[config.mk]
export PLATFORM = sky130hd
export DESIGN_NAME = lms_fir_core
export DESIGN_NICKNAME = d
export VERILOG_FILES = /design/src/rtl/lms_pkg.sv /design/src/rtl/lms_fir_core_mac.sv /design/src/rtl/lms_fir_core.sv
export SDC_FILE = /design/constraint.sdc
export NUM_CORES = 1
export LEC_CHECK = 0
export ABC_AREA = 1
export BUFFER_PORTS_ARGS = -buffer_cell sky130_fd_sc_hd__buf_2
export CAP_MARGIN = 20
export CORE_ASPECT_RATIO = 2
export CORE_UTILIZATION = 45
export DETAILED_ROUTE_END_ITERATION = 10
export GPL_TIMING_DRIVEN = 0
export PLACE_DENSITY = 0.69
export SETUP_SLACK_MARGIN = 0.4
export SLEW_MARGIN = 10
export SYNTH_ARGS = -nofsm -noshare
export SYNTH_HDL_FRONTEND = slang
export SYNTH_SLANG_ARGS = --single-unit
[constraint.sdc]
create_clock -name clk -period 6.91 [get_ports clk]
set_input_delay 0 -clock clk [delete_from_list [all_inputs] [get_ports clk]]
set_output_delay 0 -clock clk [all_outputs]
set_load 0.005 [all_outputs]
[src/rtl/lms_pkg.sv]
// Shared types and helpers for the LMS adaptive FIR core.
package lms_pkg;

    typedef enum logic [2:0] {
        S_IDLE = 3'd0,
        S_MAC  = 3'd1,
        S_ERR  = 3'd2,
        S_UPD  = 3'd3,
        S_DONE = 3'd4
    } state_t;

    // Accumulator width: DATA_W x DATA_W product plus growth for TAPS additions.
    function automatic int acc_w(input int data_w, input int taps);
        return 2 * data_w + $clog2(taps);
    endfunction

    // Clamp a signed value to the range of a signed integer of the given width.
    function automatic logic signed [63:0] sat(input logic signed [63:0] value, input int width);
        logic signed [63:0] hi;
        logic signed [63:0] lo;
        hi = (64'sd1 <<< (width - 1)) - 64'sd1;
        lo = -(64'sd1 <<< (width - 1));
        if (value > hi) return hi;
        if (value < lo) return lo;
        return value;
    endfunction

endpackage

[src/rtl/lms_fir_core_mac.sv]
// Shared signed multiplier and accumulator. The multiplier takes either the
// current weight (filtering) or the registered error (weight update).
module lms_mac_unit
    import lms_pkg::*;
#(
    parameter int DATA_W = 8,
    parameter int ACC_W  = 18
) (
    input  logic                       clk,
    input  logic                       rst,
    input  logic                       sel_upd,
    input  logic                       acc_clr,
    input  logic                       acc_en,
    input  logic signed [DATA_W-1:0]   w_in,
    input  logic signed [DATA_W-1:0]   e_in,
    input  logic signed [DATA_W-1:0]   x_in,
    output logic signed [2*DATA_W-1:0] prod,
    output logic signed [ACC_W-1:0]    acc
);

    logic signed [DATA_W-1:0] op_a;

    assign op_a = sel_upd ? e_in : w_in;
    assign prod = op_a * x_in;

    // Accumulator: clear wins over enable.
    always_ff @(posedge clk or posedge rst) begin
        if (rst)
            acc <= '0;
        else if (acc_clr)
            acc <= '0;
        else if (acc_en)
            acc <= acc + ACC_W'(prod);
    end

endmodule

[src/rtl/lms_fir_core.sv]
// N-tap LMS adaptive FIR with internal sequencer: one start/done transaction
// filters a new sample and, optionally, adapts all weights.
//
// state  | meaning
// -------+----------------------------------------------------------
// IDLE   | waiting for start; accepted start shifts the delay line
// MAC    | one tap per cycle: acc += w[k] * xd[k]
// ERR    | saturate y, compute e = d - y, register both
// UPD    | one tap per cycle: w[k] += (e * xd[k]) >>> (DATA_W-1+MU_SHIFT)
// DONE   | done pulse, back to IDLE
module lms_fir_core
    import lms_pkg::*;
#(
    parameter int DATA_W   = 8,
    parameter int TAPS     = 4,
    parameter int MU_SHIFT = 2
) (
    input  logic                      clk,
    input  logic                      rst,
    input  logic                      start,
    input  logic                      adapt_en,
    input  logic signed [DATA_W-1:0]  x_in,
    input  logic signed [DATA_W-1:0]  d_in,
    input  logic [$clog2(TAPS)-1:0]   w_sel,
    output logic                      busy,
    output logic                      done,
    output logic signed [DATA_W-1:0]  y_out,
    output logic signed [DATA_W-1:0]  e_out,
    output logic signed [DATA_W-1:0]  w_out
);

    localparam int ACC_W = acc_w(DATA_W, TAPS);
    localparam int K_W   = $clog2(TAPS);

    state_t state, state_nx;
    logic [K_W-1:0]             k;
    logic                       last_k;
    logic                       accept;
    logic signed [DATA_W-1:0]   xd [TAPS];
    logic signed [DATA_W-1:0]   w  [TAPS];
    logic signed [DATA_W-1:0]   d_q;
    logic                       adapt_q;
    logic                       acc_clr, acc_en, sel_upd;
    logic signed [2*DATA_W-1:0] prod;
    logic signed [ACC_W-1:0]    acc;
    logic signed [ACC_W-1:0]    y_full;
    logic signed [DATA_W-1:0]   y_sat;
    logic signed [DATA_W:0]     e_wide;
    logic signed [DATA_W-1:0]   e_sat;
    logic signed [2*DATA_W-1:0] upd_delta;
    logic signed [DATA_W-1:0]   w_new;

    assign last_k = (k == K_W'(TAPS - 1));
    assign accept = (state == S_IDLE) && start;

    // State register.
    always_ff @(posedge clk or posedge rst) begin
        if (rst)
            state <= S_IDLE;
        else
            state <= state_nx;
    end

    // Next-state logic.
    always_comb begin
        state_nx = state;
        case (state)
            S_IDLE: if (start)  state_nx = S_MAC;
            S_MAC:  if (last_k) state_nx = S_ERR;
            S_ERR:  state_nx = adapt_q ? S_UPD : S_DONE;
            S_UPD:  if (last_k) state_nx = S_DONE;
            S_DONE: state_nx = S_IDLE;
            default: state_nx = S_IDLE;
        endcase
    end

    // Decoded controls and status outputs.
    always_comb begin
        acc_clr = 1'b0;
        acc_en  = 1'b0;
        sel_upd = 1'b0;
        busy    = 1'b0;
        done    = 1'b0;
        case (state)
            S_IDLE: acc_clr = start;
            S_MAC:  begin acc_en = 1'b1; busy = 1'b1; end
            S_ERR:  busy = 1'b1;
            S_UPD:  begin sel_upd = 1'b1; busy = 1'b1; end
            S_DONE: done = 1'b1;
            default: ;
        endcase
    end

    // Tap counter; restarts at 0 for each MAC and UPD pass.
    always_ff @(posedge clk or posedge rst) begin
        if (rst)
            k <= '0;
        else if ((state == S_MAC) || (state == S_UPD))
            k <= last_k ? '0 : k + 1'b1;
        else
            k <= '0;
    end

    // Delay line and per-transaction latches, updated only on an accepted start.
    always_ff @(posedge clk or posedge rst) begin
        if (rst) begin
            for (int i = 0; i < TAPS; i++) xd[i] <= '0;
            d_q     <= '0;
            adapt_q <= 1'b0;
        end else if (accept) begin
            xd[0] <= x_in;
            for (int i = 1; i < TAPS; i++) xd[i] <= xd[i-1];
            d_q     <= d_in;
            adapt_q <= adapt_en;
        end
    end

    lms_mac_unit #(.DATA_W(DATA_W), .ACC_W(ACC_W)) u_mac (
        .clk     (clk),
        .rst     (rst),
        .sel_upd (sel_upd),
        .acc_clr (acc_clr),
        .acc_en  (acc_en),
        .w_in    (w[k]),
        .e_in    (e_out),
        .x_in    (xd[k]),
        .prod    (prod),
        .acc     (acc)
    );

    // Output scaling back to Q1.(DATA_W-1); shifts are floor (arithmetic).
    assign y_full    = acc >>> (DATA_W - 1);
    assign y_sat     = DATA_W'(sat(64'(y_full), DATA_W));
    assign e_wide    = {d_q[DATA_W-1], d_q} - {y_sat[DATA_W-1], y_sat};
    assign e_sat     = DATA_W'(sat(64'(e_wide), DATA_W));
    assign upd_delta = prod >>> (DATA_W - 1 + MU_SHIFT);
    assign w_new     = DATA_W'(sat(64'(w[k]) + 64'(upd_delta), DATA_W));

    // Result registers, loaded at the end of ERR and held until the next one.
    always_ff @(posedge clk or posedge rst) begin
        if (rst) begin
            y_out <= '0;
            e_out <= '0;
        end else if (state == S_ERR) begin
            y_out <= y_sat;
            e_out <= e_sat;
        end
    end

    // Weight bank: one saturating write per UPD cycle.
    always_ff @(posedge clk or posedge rst) begin
        if (rst) begin
            for (int i = 0; i < TAPS; i++) w[i] <= '0;
        end else if (state == S_UPD) begin
            w[k] <= w_new;
        end
    end

    assign w_out = w[w_sel];

endmodule

# Yosys cells after proc, flatten, opt, wreduce, memory -nomap -nowiden
# Index checks and enable logic that the tools add are counted.
[totals] elab_cells=94 ff_bits=112 inputBits=22 output_inout_bits=26
[classes] add_sub_neg=4 n_mux=48 mul=1 eq_ne=8 reduce_logical=7 magnitude_cmp=9 bitwise_logic=2
[op_table] operator="8-bit two-way mux" n=20
[op_table] operator="8-bit binary-select mux with 2-bit select" n=3
[op_table] operator="18-bit two-way mux" n=2
[op_table] operator="32-bit bitwise mux" n=1
[op_table] operator="18-bit by 16-bit adder with 18-bit output" n=1
[op_table] operator="9-bit by 8-bit > comparator with 1-bit output (second input constant)" n=2
[op_table] operator="9-bit by 8-bit less-than comparator with 1-bit output (second input constant)" n=2
[op_table] operator="8-bit demux with 2-bit select" n=1
[op_table] operator="8-bit by 8-bit multiplier with 16-bit output" n=1
[op_table] operator="1-bit two-way mux" n=14
[op_table] operator="3-bit two-way mux" n=4
[op_table] operator="3-bit case mux with 4 select lines" n=1
[op_table] operator="11-bit by 8-bit > comparator with 1-bit output (second input constant)" n=1
[op_table] operator="11-bit by 8-bit less-than comparator with 1-bit output (second input constant)" n=1
[op_table] operator="8-bit by 7-bit adder with 9-bit output" n=1
[op_table] operator="8-bit by 8-bit subtractor with 9-bit output" n=1
[op_table] operator="3-bit by 2-bit equality test with 1-bit output (second input constant)" n=2
[op_table] operator="3-bit greater-or-equal comparator (second input constant)" n=2
[op_table] operator="2-bit inequality test (second input constant)" n=3
[op_table] operator="2-bit inverter with 3-bit output" n=2
[op_table] operator="2-bit two-way mux" n=2
[op_table] operator="3-bit by 1-bit equality test with 1-bit output (second input constant)" n=1
[op_table] operator="3-bit equality test (second input constant)" n=1
[op_table] operator="3-bit zero test" n=1
[op_table] operator="8 further kinds" n=9

# Logic depth before layout (Yosys ltp)
# Gate-level depths: netlist (run 1).
[depth] depth_word=13 depth_mapped=42 depth_no_buf=40

# Modules after synthesis
# Synthesis (run 1) repeated with hierarchy kept, for this count alone.
[unflattened] hier_cells=1281 area_unflattened_um2=9426.5
[modules_own_cells] mod="lms_fir_core" area_each_um2=5190.0 n_inst=1 cells_each=691 seq_area_each_um2=2352.3
[modules_own_cells] mod="lms_mac_unit" area_each_um2=4236.6 n_inst=1 cells_each=590 seq_area_each_um2=450.4

# Least setup slack after synthesis (run 1)
# Ideal clock, no wire load.
[synth_timing] kind="register -> register" startpoint="reg state[2]" endpoint="reg w[16] (netlist name)" n_path_buf=0 setup_time_ns=0.118 synth_period_minus_slack_ns=6.270 path_stages_with_launch=31 arrival_ns=6.153 setup_slack_ns=0.640 required_time_ns=6.792 path_cell_list="dfrtp_1 nor2_1 inv_2 nor2_4 mux2i_1 nand2_1 fa_1 fa_1 inv_1 fa_1 inv_1 fa_1 inv_1 ha_1 a21oi_1 nand2_1 a21oi_1 o21ai_0 nand2_1 nand2_1 a21oi_1 xnor2_1 ha_1 nand2_1 o21ai_1 a21oi_2 xor2_2 nand2b_4 nand2_1 nand3_1 nand2_1"
[synth_between] elab_chain_len=11 word_cells_on_any_way=14 cone_classes="add/sub: 1; mul: 1; order compare: 2; eq/ne: 1; mux: 9"
[synth_lines] item="from (decl)" line_no="lms_fir_core.sv:35" text="state_t state, state_nx;"
[synth_lines] item="from (signal assigned)" line_no="lms_fir_core.sv:61" text="state <= state_nx;"
[synth_lines] item="3-bit by 2-bit equality test with 1-bit output *" line_no="lms_fir_core.sv:84, lms_fir_core.sv:154"
[synth_lines] item="1-bit two-way mux" line_no="lms_fir_core.sv:84" text="case (state)"
[synth_lines] item="8-bit two-way mux" line_no="lms_fir_core_mac.sv:23" text="assign op_a = sel_upd ? e_in : w_in;"
[synth_lines] item="8-bit by 8-bit multiplier with 16-bit output" line_no="lms_fir_core_mac.sv:24" text="assign prod = op_a * x_in;"
[synth_lines] item="8-bit by 7-bit adder with 9-bit output" line_no="lms_fir_core.sv:137" text="assign w_new = DATA_W'(sat(64'(w[k]) + 64'(upd_delta), DATA_W));"
[synth_lines] item="9-bit by 8-bit less-than comparator with 1-bit output" line_no="lms_pkg.sv:24" text="if (value < lo) return lo;"
[synth_lines] item="1-bit two-way mux (2 in a row)" line_no="lms_pkg.sv:24"
[synth_lines] item="8-bit two-way mux" line_no="lms_pkg.sv:25" text="return value;"
[synth_lines] item="8-bit two-way mux" line_no="lms_pkg.sv:24"
[synth_lines] item="32-bit bitwise mux" line_no="lms_fir_core.sv:155" text="w[k] <= w_new;"
[synth_lines] item="to (signal, indexed assignment)" line_no="lms_fir_core.sv:155"
[synth_lines] item="to (decl)" line_no="lms_fir_core.sv:40" text="logic signed [DATA_W-1:0] w [TAPS];"
# Every way passes the cells marked *; elsewhere a longest branch is shown, timed or not. The select of a mux whose other input is x is not followed.
# A chain may end at the register's enable or synchronous reset.

# Worst setup path after layout (run 1)
[layout_timing] startpoint="reg k[0]" endpoint="reg w[26] (netlist name)"
[layout_between] elab_chain_len=13 word_cells_on_any_way=24 cone_classes="add/sub: 1; mul: 1; order compare: 4; mux: 16; bitwise: 1; reduce/logical: 1"
[layout_lines] item="from (decl)" line_no="lms_fir_core.sv:36" text="logic [K_W-1:0] k;"
[layout_lines] item="from (signal assigned)" line_no="lms_fir_core.sv:99" text="k <= last_k ? '0 : k + 1'b1;"
[layout_lines] item="2-bit inverter with 3-bit output (not written as such) *"
[layout_lines] item="8-bit binary-select mux with 2-bit select" line_no="lms_fir_core.sv:124, lms_fir_core.sv:137"
[layout_lines] item="8-bit two-way mux (not written as such) (2 in a row)" line_no="lms_fir_core.sv:124, lms_fir_core.sv:137"
[layout_lines] item="8-bit two-way mux" line_no="lms_fir_core_mac.sv:23"
[layout_lines] item="8-bit by 8-bit multiplier with 16-bit output" line_no="lms_fir_core_mac.sv:24"
[layout_lines] item="8-bit by 7-bit adder with 9-bit output" line_no="lms_fir_core.sv:137"
[layout_lines] item="9-bit by 8-bit less-than comparator with 1-bit output" line_no="lms_pkg.sv:24"
[layout_lines] item="1-bit two-way mux (2 in a row)" line_no="lms_pkg.sv:24"
[layout_lines] item="8-bit two-way mux" line_no="lms_pkg.sv:25"
[layout_lines] item="8-bit two-way mux" line_no="lms_pkg.sv:24"
[layout_lines] item="32-bit bitwise mux *" line_no="lms_fir_core.sv:155"
# Marked as above.

==> impl_summary.log, run 1 <==
[metrics] endpoints failing hold: 0
[metrics] Critical Path End Type: flip-flop
[metrics] Net Count, Synth: around 1400
[metrics] Clock Pin Slew Worst Setup and Hold Paths: about 90 ps
[metrics] die width: ~100 µm
[metrics] share of the cycle needed by the critical path after routing: 0.9491
[metrics] status: completed
[metrics] number of enable flip-flop cells after synthesis: 0
[metrics] worst setup skew after layout: 11.99 ps
[metrics] GRT Resource Usage Total: 0.2719
[metrics] number of vias after detailed routing: ~9200
[metrics] Tightest Pin Transition: approximately 1000 ps
[metrics] critical path arrival: 6810 ps
[metrics] I/O Buffers: 47
[metrics] unrepaired setup endpoints after global routing: true
[metrics] global-route congestion overflow total: 0
[metrics] kind of critical path: flip-flop to flip-flop
[metrics] total length of routed wires: 29770 µm
[metrics] RePlAce Congestion: 0.9140
[metrics] netlist area before placement: 9429 µm²
[metrics] number of remaining DRC errors: 0
[metrics] routing usage on met1: 0.2552
[metrics] cell class contributing the biggest share of worst-path delay: adder cells
[metrics] post-route core utilization: 0.5948
[metrics] synthesized instance count: 1273
[metrics] slowest cell delay on critical path: 550 ps
[metrics] non-filler cells in the finished layout: between 1500 and 2000
[metrics] kind of path behind the tightest hold check: input port to flip-flop
[metrics] antenna cell count: 0
[metrics] Top FF cell, synth: sky130_fd_sc_hd__dfrtp_1
[metrics] sink count of the clock tree: roughly 110
[metrics] post-layout min period: 6558 ps
[metrics] layout cell share with drive strength beyond 1: 0.2483
[metrics] maximum level of the CTS H-tree: 3
[metrics] area of the core: 20460 µm²
[metrics] Synth Register Bits: 112
[metrics] routed length per instance: 17.51 µm
[metrics] share of the yosys chip area belonging to registers: 0.2972
[metrics] number of max-capacitance violations reported: 0
[metrics] first-pass detailed-route iteration total: 5
[metrics] number of pins with negative max-slew slack in the final report: 0
[metrics] required time of the worst setup path: 7170 ps
[metrics] via count of the first global-routing pass: 9281
[metrics] number of buffers between clock root and the deepest sink: 2
[metrics] initial antenna violation count: 0
[metrics] Die ar.: 21570 µm²
[metrics] syn avg cell area: around 7.4 µm²
[metrics] number of distinct library cells after synthesis: 48
[metrics] TritonCTS clock tree: yes
[metrics] maximum number of pins on one net before global-route repair: 85
[metrics] number of nets with antenna violations after detailed routing: 0
[metrics] CTS Root Buffer Type: sky130_fd_sc_hd__clkbuf_16
[metrics] half-perimeter wire length of the detailed placement result: roughly 21000 µm
[metrics] Max stage delay cell, worst path: sky130_fd_sc_hd__fa_1
[metrics] GRT busiest layer: met2
[metrics] initial DRC count: 542
[metrics] Peak Freq: around 150 MHz
[metrics] total number of nets in the final design: 1575
[metrics] number of cells in the design after placement: 1587
[metrics] launching element type of the critical path: flip-flop
[metrics] crit path buf inv count: 8
[metrics] global-route wire length before repair: roughly 45000 µm
[metrics] M3 GR Usage: 0.03014
[metrics] latest clock arrival within the worst-skew pair: around 370 ps
[metrics] initial core utilization: 0.4608
[metrics] Boundary Pins: 48
[metrics] crit path max fanout: 7
[metrics] final setup violation count: 0
[metrics] clock buffers created by TritonCTS: 9
[metrics] share of synthesized registers carrying an async set or reset: 1.000
[metrics] average via count per standard cell: 5.404
[metrics] max-slew headroom at the worst pin: 0.3154
[metrics] Vert. Die Dim: about 210 µm
[metrics] number of rows in the core area: 74
[metrics] met2 GRT Util: 0.5307
[metrics] number of warnings printed during yosys synthesis: 0
[metrics] Layout area overhead: 29.07%
-- synth_stat cells (all sizes together) (9+ instances only) --
master	n	area share
o22ai	19	0.013
o21ai	122	0.066
fa	58	0.12
ha	66	0.088
a21oi	63	0.034
buf	13	0.0088
nor2	136	0.057
inv	218	0.087
nand3	43	0.023
xor2	15	0.015
dfrtp	112	0.30
clkbuf	12	0.0048
xnor2	9	0.0084
nand2	350	0.14
-- routing by layer --
metal,up-vias,share of wire
met4,0,0.086
met5,-,0
li1,4321,-
met1,4392,0.33
met3,148,0.035
met2,326,0.55
-- what timing repair did --
| item | CTS | global route |
|---|---|---|
| hold buffers | 18 | 0 |
| endpoints found under the hold margin | 46 | 0 |
| setup endpoints to repair | 40 | 39 |
| pin swaps | 18 | 85 |
| cloned | 1 | 2 |
| resized for setup | 80 | 181 |
| setup buffers | 32 | 44 |
-- state kept, by name (all words and copies together), names as in the netlist --
name       cells
adapt_q        1
d_q            8
e_out          8
k              2
state          3
u_mac.acc     18
w             32
xd            32
y_out          8
-- worst paths after layout --
kind / start / endpoint / slack, ps / cells after the start
max in group asynchronous: rst / w[15] / 6010 / 4
setup reg to reg: k[0] / w[26] / 350 / 32
setup / recovery: k[0] / w[26] / 350 / 32
hold / removal: start / state[1] / 40 / 3
min in group asynchronous: rst / y_out[3] / 150 / 3
hold reg to reg: xd[5] / xd[5] / 490 / 2
-- kinds of logic after synthesis --
group | count (synthesis) | synth area share
DFF | 112 | 0.2972
AOI/OAI and AO/OA | 224 | 0.1316
muxes | 1 | 0.001062
and+or+nand+nor | 545 | 0.2357
adders and majority gates | 124 | 0.2107
buffers and inverters | 243 | 0.1006
xor gates and xnor gates | 24 | 0.02309
-- worst reg2reg max path: cells and delay by family (launching register included) --
kind,cells,cell delay (ps)
flip-flops,1,470
XOR/XNOR,2,390
buffers and inverters,8,720
adder cells (fa/ha/maj),6,2580
AND/OR/NAND/NOR,9,1130
AO/OA/AOI/OAI,7,1160
-- placed cells by master (no fill, tap or decap), types with 8 or more instances in the layout --
cell                            netlist  final
sky130_fd_sc_hd__buf_6                0     14
sky130_fd_sc_hd__buf_2               11     51
sky130_fd_sc_hd__ha_1                66     49
sky130_fd_sc_hd__nor2_1             133    113
sky130_fd_sc_hd__a21oi_1             62     43
sky130_fd_sc_hd__o21ai_1             18     21
sky130_fd_sc_hd__a21oi_2              1     17
sky130_fd_sc_hd__inv_2               16     26
sky130_fd_sc_hd__o21ai_2              4     14
sky130_fd_sc_hd__dfrtp_1            112    110
sky130_fd_sc_hd__dlygate4sd3_1        0     18
sky130_fd_sc_hd__clkbuf_1            12     10
sky130_fd_sc_hd__o21ai_0            100     85
sky130_fd_sc_hd__ha_4                 0     15
sky130_fd_sc_hd__inv_1              201    184
sky130_fd_sc_hd__fa_1                58     54
sky130_fd_sc_hd__nand2_1            343    302
sky130_fd_sc_hd__nand2_4              5     14
sky130_fd_sc_hd__clkbuf_16            0     11
sky130_fd_sc_hd__nand3_1             42     38
sky130_fd_sc_hd__xor2_1              14     13
sky130_fd_sc_hd__o22ai_1             19     12
sky130_fd_sc_hd__nor2_2               1      8
sky130_fd_sc_hd__nand2_2              2     34
sky130_fd_sc_hd__buf_4                1     64
sky130_fd_sc_hd__nor2_4               1     14
-- layout make-up --
| type | count | area [µm²] |
|---|---|---|
| well taps | 266 | 332.8 |
| clock inverters | 6 | 72.57 |
| fillers | 1733 | 8292 |
| clock buffers | 10 | 239.0 |
| multi-input cells | 918 | 6521 |
| flip-flops and latches | 112 | 2805 |
| plain buffers | 25 | 206.4 |
| inverters | 218 | 848.3 |
| repair buffers | 145 | 1145 |
-- through the flow --
stage,setup TNS (ps),worst slack [ps],instance area (µm²),hold slack [ps]
2_1_floorplan,0,639.6,9429,109.6
3_3_place_gp,-17330,-608.8,9997,195.3
3_5_place_dp,-21040,-724.9,10030,-4.930
4_1_cts,0,379.2,11130,41.12
5_1_grt,0,147.4,12170,60.66
6_report,0,351.9,12170,39.34
Power of run 1 is not shown: default switching activity piles up to over one toggle a cycle in this logic, so the estimate is an artifact.
==> run 2: changes to the inputs <==
--- a/config.mk
+++ b/config.mk
@@ -10,9 +10,10 @@
 export CAP_MARGIN = 20
 export CORE_ASPECT_RATIO = 2
 export CORE_UTILIZATION = 45
+export CTS_CLUSTER_SIZE = 16
 export DETAILED_ROUTE_END_ITERATION = 10
-export GPL_TIMING_DRIVEN = 0
 export PLACE_DENSITY = 0.69
+export REMOVE_ABC_BUFFERS = 1
 export SETUP_SLACK_MARGIN = 0.4
 export SLEW_MARGIN = 10
 export SYNTH_ARGS = -nofsm -noshare
==> impl_summary.log, run 2 (same netlist as run 1, synthesis figures left out) <==
[metrics] final setup violation count: 0 (unchanged)
[metrics] via count of the first global-routing pass: 9153 (was 9281)
[metrics] layout cell share with drive strength beyond 1: 0.2204 (was 0.2483)
[metrics] maximum number of pins on one net before global-route repair: 75 (was 85)
[metrics] initial antenna violation count: 0 (unchanged)
[metrics] number of max-capacitance violations reported: 0 (unchanged)
[metrics] kind of critical path: flip-flop to flip-flop (unchanged)
[metrics] launching element type of the critical path: flip-flop (unchanged)
[metrics] worst setup skew after layout: 16.63 ps (was 11.99 ps)
[metrics] crit path max fanout: 8 (was 7)
[metrics] Layout area overhead: 25.78% (was 29.07%)
[metrics] most common library cell in the layout ignoring fill and taps: sky130_fd_sc_hd__nand2_1 (unchanged)
[metrics] I/O Buffers: 47 (unchanged)
[metrics] Crit path top cell by count: sky130_fd_sc_hd__inv_1
[metrics] antenna cell count: 0 (unchanged)
[metrics] number of buffers between clock root and the deepest sink: 2 (unchanged)
[metrics] CTS Root Buffer Type: sky130_fd_sc_hd__clkbuf_16 (unchanged)
[metrics] startpoint of the most critical hold path: start (unchanged)
[metrics] worst hold path cell count: 3 (unchanged)
[metrics] GRT Resource Usage Total: 0.2715 (was 0.2719)
[metrics] average via count per standard cell: 5.303 (was 5.404)
[metrics] Tightest Pin Transition: 972.6 ps (was 1016 ps)
[metrics] Reg2Reg Launch Point: k[0] (unchanged)
[metrics] critical path arrival: 6710 ps (was 6810 ps)
[metrics] first-pass detailed-route iteration total: 6 (was 5)
[metrics] Min-Delay Endpoint: state[1] (unchanged)
[metrics] post-layout min period: 6394 ps (was 6558 ps)
[metrics] share of the cycle needed by the critical path after routing: 0.9253 (was 0.9491)
[metrics] maximum level of the CTS H-tree: 3 (unchanged)
[metrics] cell depth of the worst flop-to-flop path: 34 (was 32)
[metrics] number of rows in the core area: 74 (unchanged)
[metrics] total number of nets in the final design: 1570 (was 1575)
[metrics] TritonCTS clock tree: yes (unchanged)
[metrics] clock buffers created by TritonCTS: 9 (unchanged)
[metrics] largest registers in the final layout: w x32, xd x32, u_mac.acc x18 (unchanged)
[metrics] RePlAce Congestion: 0.9393 (was 0.9140)
[metrics] required time of the worst setup path: 7230 ps (was 7170 ps)
[metrics] Peak Freq: 156.4 MHz (was 152.5 MHz)
[metrics] area of the core: 20460 µm² (unchanged)
[metrics] endpoints failing hold: 0 (unchanged)
[metrics] Clock Pin Slew Worst Setup and Hold Paths: 90 ps (about the same)
[metrics] global-route congestion overflow total: 0 (unchanged)
[metrics] max-slew headroom at the worst pin: 0.3516 (was 0.3154)
[metrics] reg-to-reg slack, setup: 520 ps (was 350 ps)
[metrics] Critical Path End Type: flip-flop (unchanged)
[metrics] initial DRC count: 483 (was 542)
[metrics] Boundary Pins: 48 (unchanged)
[metrics] number of vias after detailed routing: 8988 (was 9187)
[metrics] Die ar.: 21570 µm² (unchanged)
[metrics] Max stage delay cell, worst path: sky130_fd_sc_hd__fa_2 (was sky130_fd_sc_hd__fa_1)
[metrics] die width: 104.4 µm (unchanged)
[metrics] number of pins with negative max-slew slack in the final report: 0 (unchanged)
[metrics] global-route wire length before repair: 44840 µm (was 45320 µm)
[metrics] placed standard-cell area: 10290 µm² (was 10030 µm²)
[metrics] number of nets with antenna violations after detailed routing: 0 (unchanged)
[metrics] half-perimeter wire length of the detailed placement result: 21400 µm (was 21260 µm)
[metrics] Design Area, Final: 11860 µm² (was 12170 µm²)
[metrics] unrepaired setup endpoints after global routing: true (unchanged)
[metrics] number of remaining DRC errors: 0 (unchanged)
[metrics] leading cell types in the layout, fill and taps excluded: sky130_fd_sc_hd__nand2_1 (324), sky130_fd_sc_hd__inv_1 (186), sky130_fd_sc_hd__nor2_1 (115) (was sky130_fd_sc_hd__nand2_1 (302), sky130_fd_sc_hd__inv_1 (184), sky130_fd_sc_hd__nor2_1 (113))
[metrics] total length of routed wires: 28930 µm (was 29770 µm)
[metrics] initial core utilization: 0.4608 (unchanged)
[metrics] Vert. Die Dim: 206.7 µm (unchanged)
[metrics] routed length per instance: 17.07 µm (was 17.51 µm)
[metrics] status: completed (unchanged)
[metrics] kind of path behind the tightest hold check: input port to flip-flop (unchanged)
[metrics] latest clock arrival within the worst-skew pair: 380 ps (was 370 ps)
[metrics] end of the worst register-to-register path: w[25] (was w[26])
[metrics] slowest cell delay on critical path: 630 ps (was 550 ps)
[metrics] sink count of the clock tree: 112 (unchanged)
run 2: cell types whose count changed in the layout (fill, tap and decap cells not counted), sizes merged:
cell / before / now
buf: 138 / 145
bufinv: 0 / 1
inv: 217 / 219
clkinvlp: 2 / 1
clkinv: 5 / 4
clkbuf: 24 / 11
run 2: per-stage QoR:
| stage | worst slack, ps | hold slack (ps) | setup TNS, ps | util | cells |
|---|---|---|---|---|---|
| after floorplan | -35.94 | 109.6 | -555.2 | - | 1248 |
| after global placement | -79.58 | 80.05 | -1304 | 0.5029 | 1615 |
| after detailed placement | -202.0 | 80.85 | -4664 | 0.5029 | 1615 |
| after CTS | 402.0 | 52.01 | 0 | 0.5499 | 1673 |
| after global routing | 296.9 | 68.27 | 0 | 0.5796 | 1695 |
| final | 516.4 | 50.19 | 0 | 0.5796 | 1695 |
run 2: area by class of cell:
class                      count  area, µm²
timing repair buffer         165       1305
clock buffer                   9      225.2
clock inverter                 7      111.4
fill                        1828       8602
sequential                   112       2804
tap                          266      332.8
multi-input combinational    918       6248
inverter                     218      833.3
run 2: worst max path at each step:
| stage | endpoint | slack [ps] | from |
|---|---|---|---|
| 6_report | w[25] | 520 | k[0] |
| 5_1_grt | w[9] | 300 | state[0] |
| 4_1_cts | w[29] | 400 | k[1] |
| 3_5_place_dp | w[8] | -200 | k[0] |
| 3_3_place_gp | w[9] | -80 | k[0] |
| 2_1_floorplan | w[0] | -40 | k[0] |
run 2: critical path: cells and delay by family, from the launching register on:
kind,cells,cell delay [ps]
fa+ha+maj,6,2840
buf+inv,11,1230
simple gates,11,880
compound gates,5,730
flops,1,500
xor+xnor,1,140
run 2: routing by layer:
| metal | routed length [µm] | vias to the layer above | global-route usage |
|---|---|---|---|
| li1 | - | 4300 | - |
| met1 | 9548 | 4317 | 0.2444 |
| met2 | 16120 | 234 | 0.5395 |
| met3 | 714 | 137 | 0.02543 |
| met4 | 2551 | 0 | 0.2214 |
| met5 | 0 | - | 0 |
run 2: timing repair:
action,in CTS,in global routing
hold buffers,18,0
setup endpoints to repair,40,40
gates cloned,2,2
buffers inserted,22,20
endpoints found under the hold margin,55,0
gates resized for setup,52,101
pin swaps,24,53
Power of run 2 is left out for the same reason.
==> run 3: changes to the inputs <==
--- a/config.mk
+++ b/config.mk
@@ -18,4 +18,5 @@
 export SLEW_MARGIN = 10
 export SYNTH_ARGS = -nofsm -noshare
 export SYNTH_HDL_FRONTEND = slang
+export SYNTH_HIERARCHICAL = 1
 export SYNTH_SLANG_ARGS = --single-unit
==> impl_summary.log, run 3 <==
[metrics] share of synthesized registers carrying an async set or reset: 1.000 (unchanged)
[metrics] endpoints failing hold: 0 (unchanged)
[metrics] number of enable flip-flop cells after synthesis: 0 (unchanged)
[metrics] met2 GRT Util: 0.4953 (was 0.5395)
[metrics] half-perimeter wire length of the detailed placement result: 21010 µm (was 21400 µm)
[metrics] slowest cell delay on critical path: 540 ps (was 630 ps)
[metrics] Boundary Pins: 48 (unchanged)
[metrics] kind of critical path: flip-flop to flip-flop (unchanged)
[metrics] initial core utilization: 0.4607 (was 0.4608)
[metrics] Vert. Die Dim: 206.7 µm (about the same)
[metrics] Clock Pin Slew Worst Setup and Hold Paths: 80 ps (was 90 ps)
[metrics] routing usage on met1: 0.2626 (was 0.2444)
[metrics] latest clock arrival within the worst-skew pair: 380 ps (about the same)
[metrics] non-filler cells in the finished layout: 1709 (was 1695)
[metrics] post-synth top area share: 0.2973 (was 0.2972)
[metrics] Die ar.: 21570 µm² (about the same)
[metrics] number of warnings printed during yosys synthesis: 6 (was 0)
[metrics] global-route wire length before repair: 44750 µm (was 44840 µm)
[metrics] number of buffers between clock root and the deepest sink: 2 (unchanged)
[metrics] clock buffers created by TritonCTS: 9 (unchanged)
[metrics] critical path arrival: 6930 ps (was 6710 ps)
[metrics] unrepaired setup endpoints after global routing: true (unchanged)
[metrics] synth top area cells: sky130_fd_sc_hd__dfrtp_1 (30%), sky130_fd_sc_hd__nand2_1 (16%), sky130_fd_sc_hd__fa_1 (12%) (was sky130_fd_sc_hd__dfrtp_1 (30%), sky130_fd_sc_hd__nand2_1 (14%), sky130_fd_sc_hd__fa_1 (12%))
[metrics] syn avg cell area: 7.359 µm² (was 7.407 µm²)
[metrics] sink count of the clock tree: 112 (unchanged)
[metrics] most instantiated cells after synthesis: sky130_fd_sc_hd__nand2_1 (391), sky130_fd_sc_hd__inv_1 (192), sky130_fd_sc_hd__nor2_1 (119) (was sky130_fd_sc_hd__nand2_1 (343), sky130_fd_sc_hd__inv_1 (201), sky130_fd_sc_hd__nor2_1 (133))
[metrics] number of vias after detailed routing: 9099 (was 8988)
[metrics] post-layout min period: 6667 ps (was 6394 ps)
[metrics] Reg2Reg Launch Point: k[0] (unchanged)
[metrics] TritonCTS clock tree: yes (unchanged)
[metrics] largest registers in the final layout: w x32, xd x32, u_mac/acc x18 (was w x32, xd x32, u_mac.acc x18)
[metrics] maximum number of pins on one net before global-route repair: 74 (was 75)
[metrics] max-slew headroom at the worst pin: 0.3606 (was 0.3516)
[metrics] required time of the worst setup path: 7180 ps (was 7230 ps)
[metrics] Synth Register Bits: 112 (unchanged)
[metrics] worst setup skew after layout: 12.59 ps (was 16.63 ps)
[metrics] number of max-capacitance violations reported: 0 (unchanged)
[metrics] netlist area before placement: 9427 µm² (was 9429 µm²)
[metrics] cell depth of the worst flop-to-flop path: 35 (was 34)
[metrics] global-route congestion overflow total: 0 (unchanged)
[metrics] most common library cell in the layout ignoring fill and taps: sky130_fd_sc_hd__nand2_1 (unchanged)
[metrics] status: completed (unchanged)
[metrics] number of distinct library cells after synthesis: 46 (was 48)
[metrics] via count of the first global-routing pass: 9219 (was 9153)
[metrics] Fill cells: 1812 (was 1828)
[metrics] kind of path behind the tightest hold check: input port to async pin (was input port to flip-flop)
[metrics] end of the worst register-to-register path: w[26] (was w[25])
[metrics] initial antenna violation count: 0 (unchanged)
[metrics] total length of routed wires: 28690 µm (was 28930 µm)
[metrics] routed length per instance: 16.79 µm (was 17.07 µm)
[metrics] I/O Buffers: 47 (unchanged)
[metrics] number of nets with antenna violations after detailed routing: 0 (unchanged)
[metrics] number of remaining DRC errors: 0 (unchanged)
[metrics] worst setup path endpoint: w[26] (was w[25])
[metrics] reg-to-reg slack, setup: 240 ps (was 520 ps)
[metrics] CTS Root Buffer Type: sky130_fd_sc_hd__clkbuf_16 (unchanged)
[metrics] initial DRC count: 514 (was 483)
[metrics] RePlAce Congestion: 0.9359 (was 0.9393)
[metrics] number of cells in the design after placement: 1621 (was 1615)
[metrics] GRT busiest layer: met2 (unchanged)
[metrics] Crit path top cell by count: sky130_fd_sc_hd__nand2_1 (was sky130_fd_sc_hd__inv_1)
[metrics] Critical Path End Type: flip-flop (unchanged)
[metrics] layout cell share with drive strength beyond 1: 0.2197 (was 0.2204)
[metrics] maximum level of the CTS H-tree: 3 (unchanged)
[metrics] largest area contributor in the synthesized netlist: sky130_fd_sc_hd__dfrtp_1 (unchanged)
[metrics] Max stage delay cell, worst path: sky130_fd_sc_hd__fa_2 (unchanged)
[metrics] first-pass detailed-route iteration total: 5 (was 6)
[metrics] final setup violation count: 0 (unchanged)
[metrics] average via count per standard cell: 5.324 (was 5.303)
[metrics] leading cell types in the layout, fill and taps excluded: sky130_fd_sc_hd__nand2_1 (377), sky130_fd_sc_hd__inv_1 (170), sky130_fd_sc_hd__dfrtp_1 (111) (was sky130_fd_sc_hd__nand2_1 (324), sky130_fd_sc_hd__inv_1 (186), sky130_fd_sc_hd__nor2_1 (115))
[metrics] total number of nets in the final design: 1582 (was 1570)
[metrics] antenna cell count: 0 (unchanged)
[metrics] Tightest Pin Transition: 959.1 ps (was 972.6 ps)
[metrics] crit path from: k[0] (unchanged)
[metrics] area of the core: 20460 µm² (unchanged)
[metrics] cell with the most instances after synthesis: sky130_fd_sc_hd__nand2_1 (unchanged)
[metrics] launching element type of the critical path: flip-flop (unchanged)
[metrics] M3 GR Usage: 0.03830 (was 0.02543)
[metrics] Layout area overhead: 26.37% (was 25.78%)
[metrics] crit path max fanout: 7 (was 8)
[metrics] number of rows in the core area: 74 (unchanged)
[metrics] synthesized instance count: 1281 (was 1273)
[metrics] die width: 104.3 µm (was 104.4 µm)
[metrics] Peak Freq: 150.0 MHz (was 156.4 MHz)
[metrics] Top FF cell, synth: sky130_fd_sc_hd__dfrtp_1 (unchanged)
[metrics] share of the yosys chip area belonging to registers: 0.2973 (was 0.2972)
[metrics] GRT Resource Usage Total: 0.2704 (was 0.2715)
[metrics] share of the cycle needed by the critical path after routing: 0.9648 (was 0.9253)
[metrics] number of pins with negative max-slew slack in the final report: 0 (unchanged)
run 3: cells by family (layout without fill, tap and decap cells):
family                   after synthesis  in the layout  synth area share
flip-flops                           112            112            0.2973
AND/OR/NAND/NOR                      592            592            0.2582
adder cells (fa/ha/maj)              122            122            0.2081
AO/OA/AOI/OAI                        208            208            0.1232
multiplexers                           2              2          0.002124
buffers and inverters                222            384           0.08973
XOR/XNOR                              23             23           0.02137
run 3: worst min-delay path by stage:
stage          startpoint           end  slack [ps]  cells after the start
2_1_floorplan         rst  u_mac/acc[0]         -60                      1
3_5_place_dp          rst      y_out[2]         -20                      2
5_1_grt               rst      y_out[1]         160                      3
3_3_place_gp          rst      y_out[2]         -20                      2
6_report              rst      y_out[2]         130                      3
4_1_cts               rst      y_out[2]         110                      3
run 3: what timing repair did:
| item | 4_1_cts | 5_1_grt |
|---|---|---|
| hold endpoints to repair | 58 | 0 |
| setup endpoints to repair | 39 | 39 |
| resized for setup | 59 | 120 |
| hold buffers | 19 | 0 |
| setup buffers | 27 | 22 |
| cloned | 3 | 1 |
| pin swaps | 15 | 57 |
run 3: per-stage QoR:
| stage | cell area, µm² | hold WS [ps] | util | worst slack (ps) | TNS [ps] |
|---|---|---|---|---|---|
| after global placement | 10290 | -24.14 | 0.5029 | -85.46 | -658.5 |
| after detailed placement | 10290 | -19.44 | 0.5029 | -126.9 | -2058 |
| after CTS | 11280 | 112.9 | 0.5515 | 394.4 | 0 |
| final | 11910 | 129.8 | 0.5822 | 242.9 | 0 |
| after floorplan | 9324 | -61.43 | - | -92.32 | -1895 |
| after global routing | 11910 | 161.7 | 0.5822 | 55.97 | 0 |
run 3: critical path, delay by kind of cell (launching register included):
family | cells | cell delay (ps)
and+or+nand+nor | 12 | 1180
adders and majority gates | 6 | 2650
buffers and inverters | 9 | 1160
AOI/OAI and AO/OA | 6 | 770
xor gates and xnor gates | 2 | 360
DFF | 1 | 440
run 3: final cells by class:
class	instances	area, µm²	share of cell area
multi-input combinational	947	6364	0.5342
inverter	198	754.5	0.06333
sequential	112	2804	0.2354
clock inverter	4	33.78	0.002836
tap	266	332.8	0.02794
timing repair inverter	1	7.507	0.0006302
timing repair buffer	169	1350	0.1133
clock buffer	12	266.5	0.02237
run 3: per-layer routing:
metal | wire length (µm) | vias to the layer above
met5 | 0 | -
met4 | 2355 | 0
met3 | 942 | 136
met2 | 15280 | 269
met1 | 10110 | 4348
li1 | - | 4346
Power of run 3 is left out for the same reason.
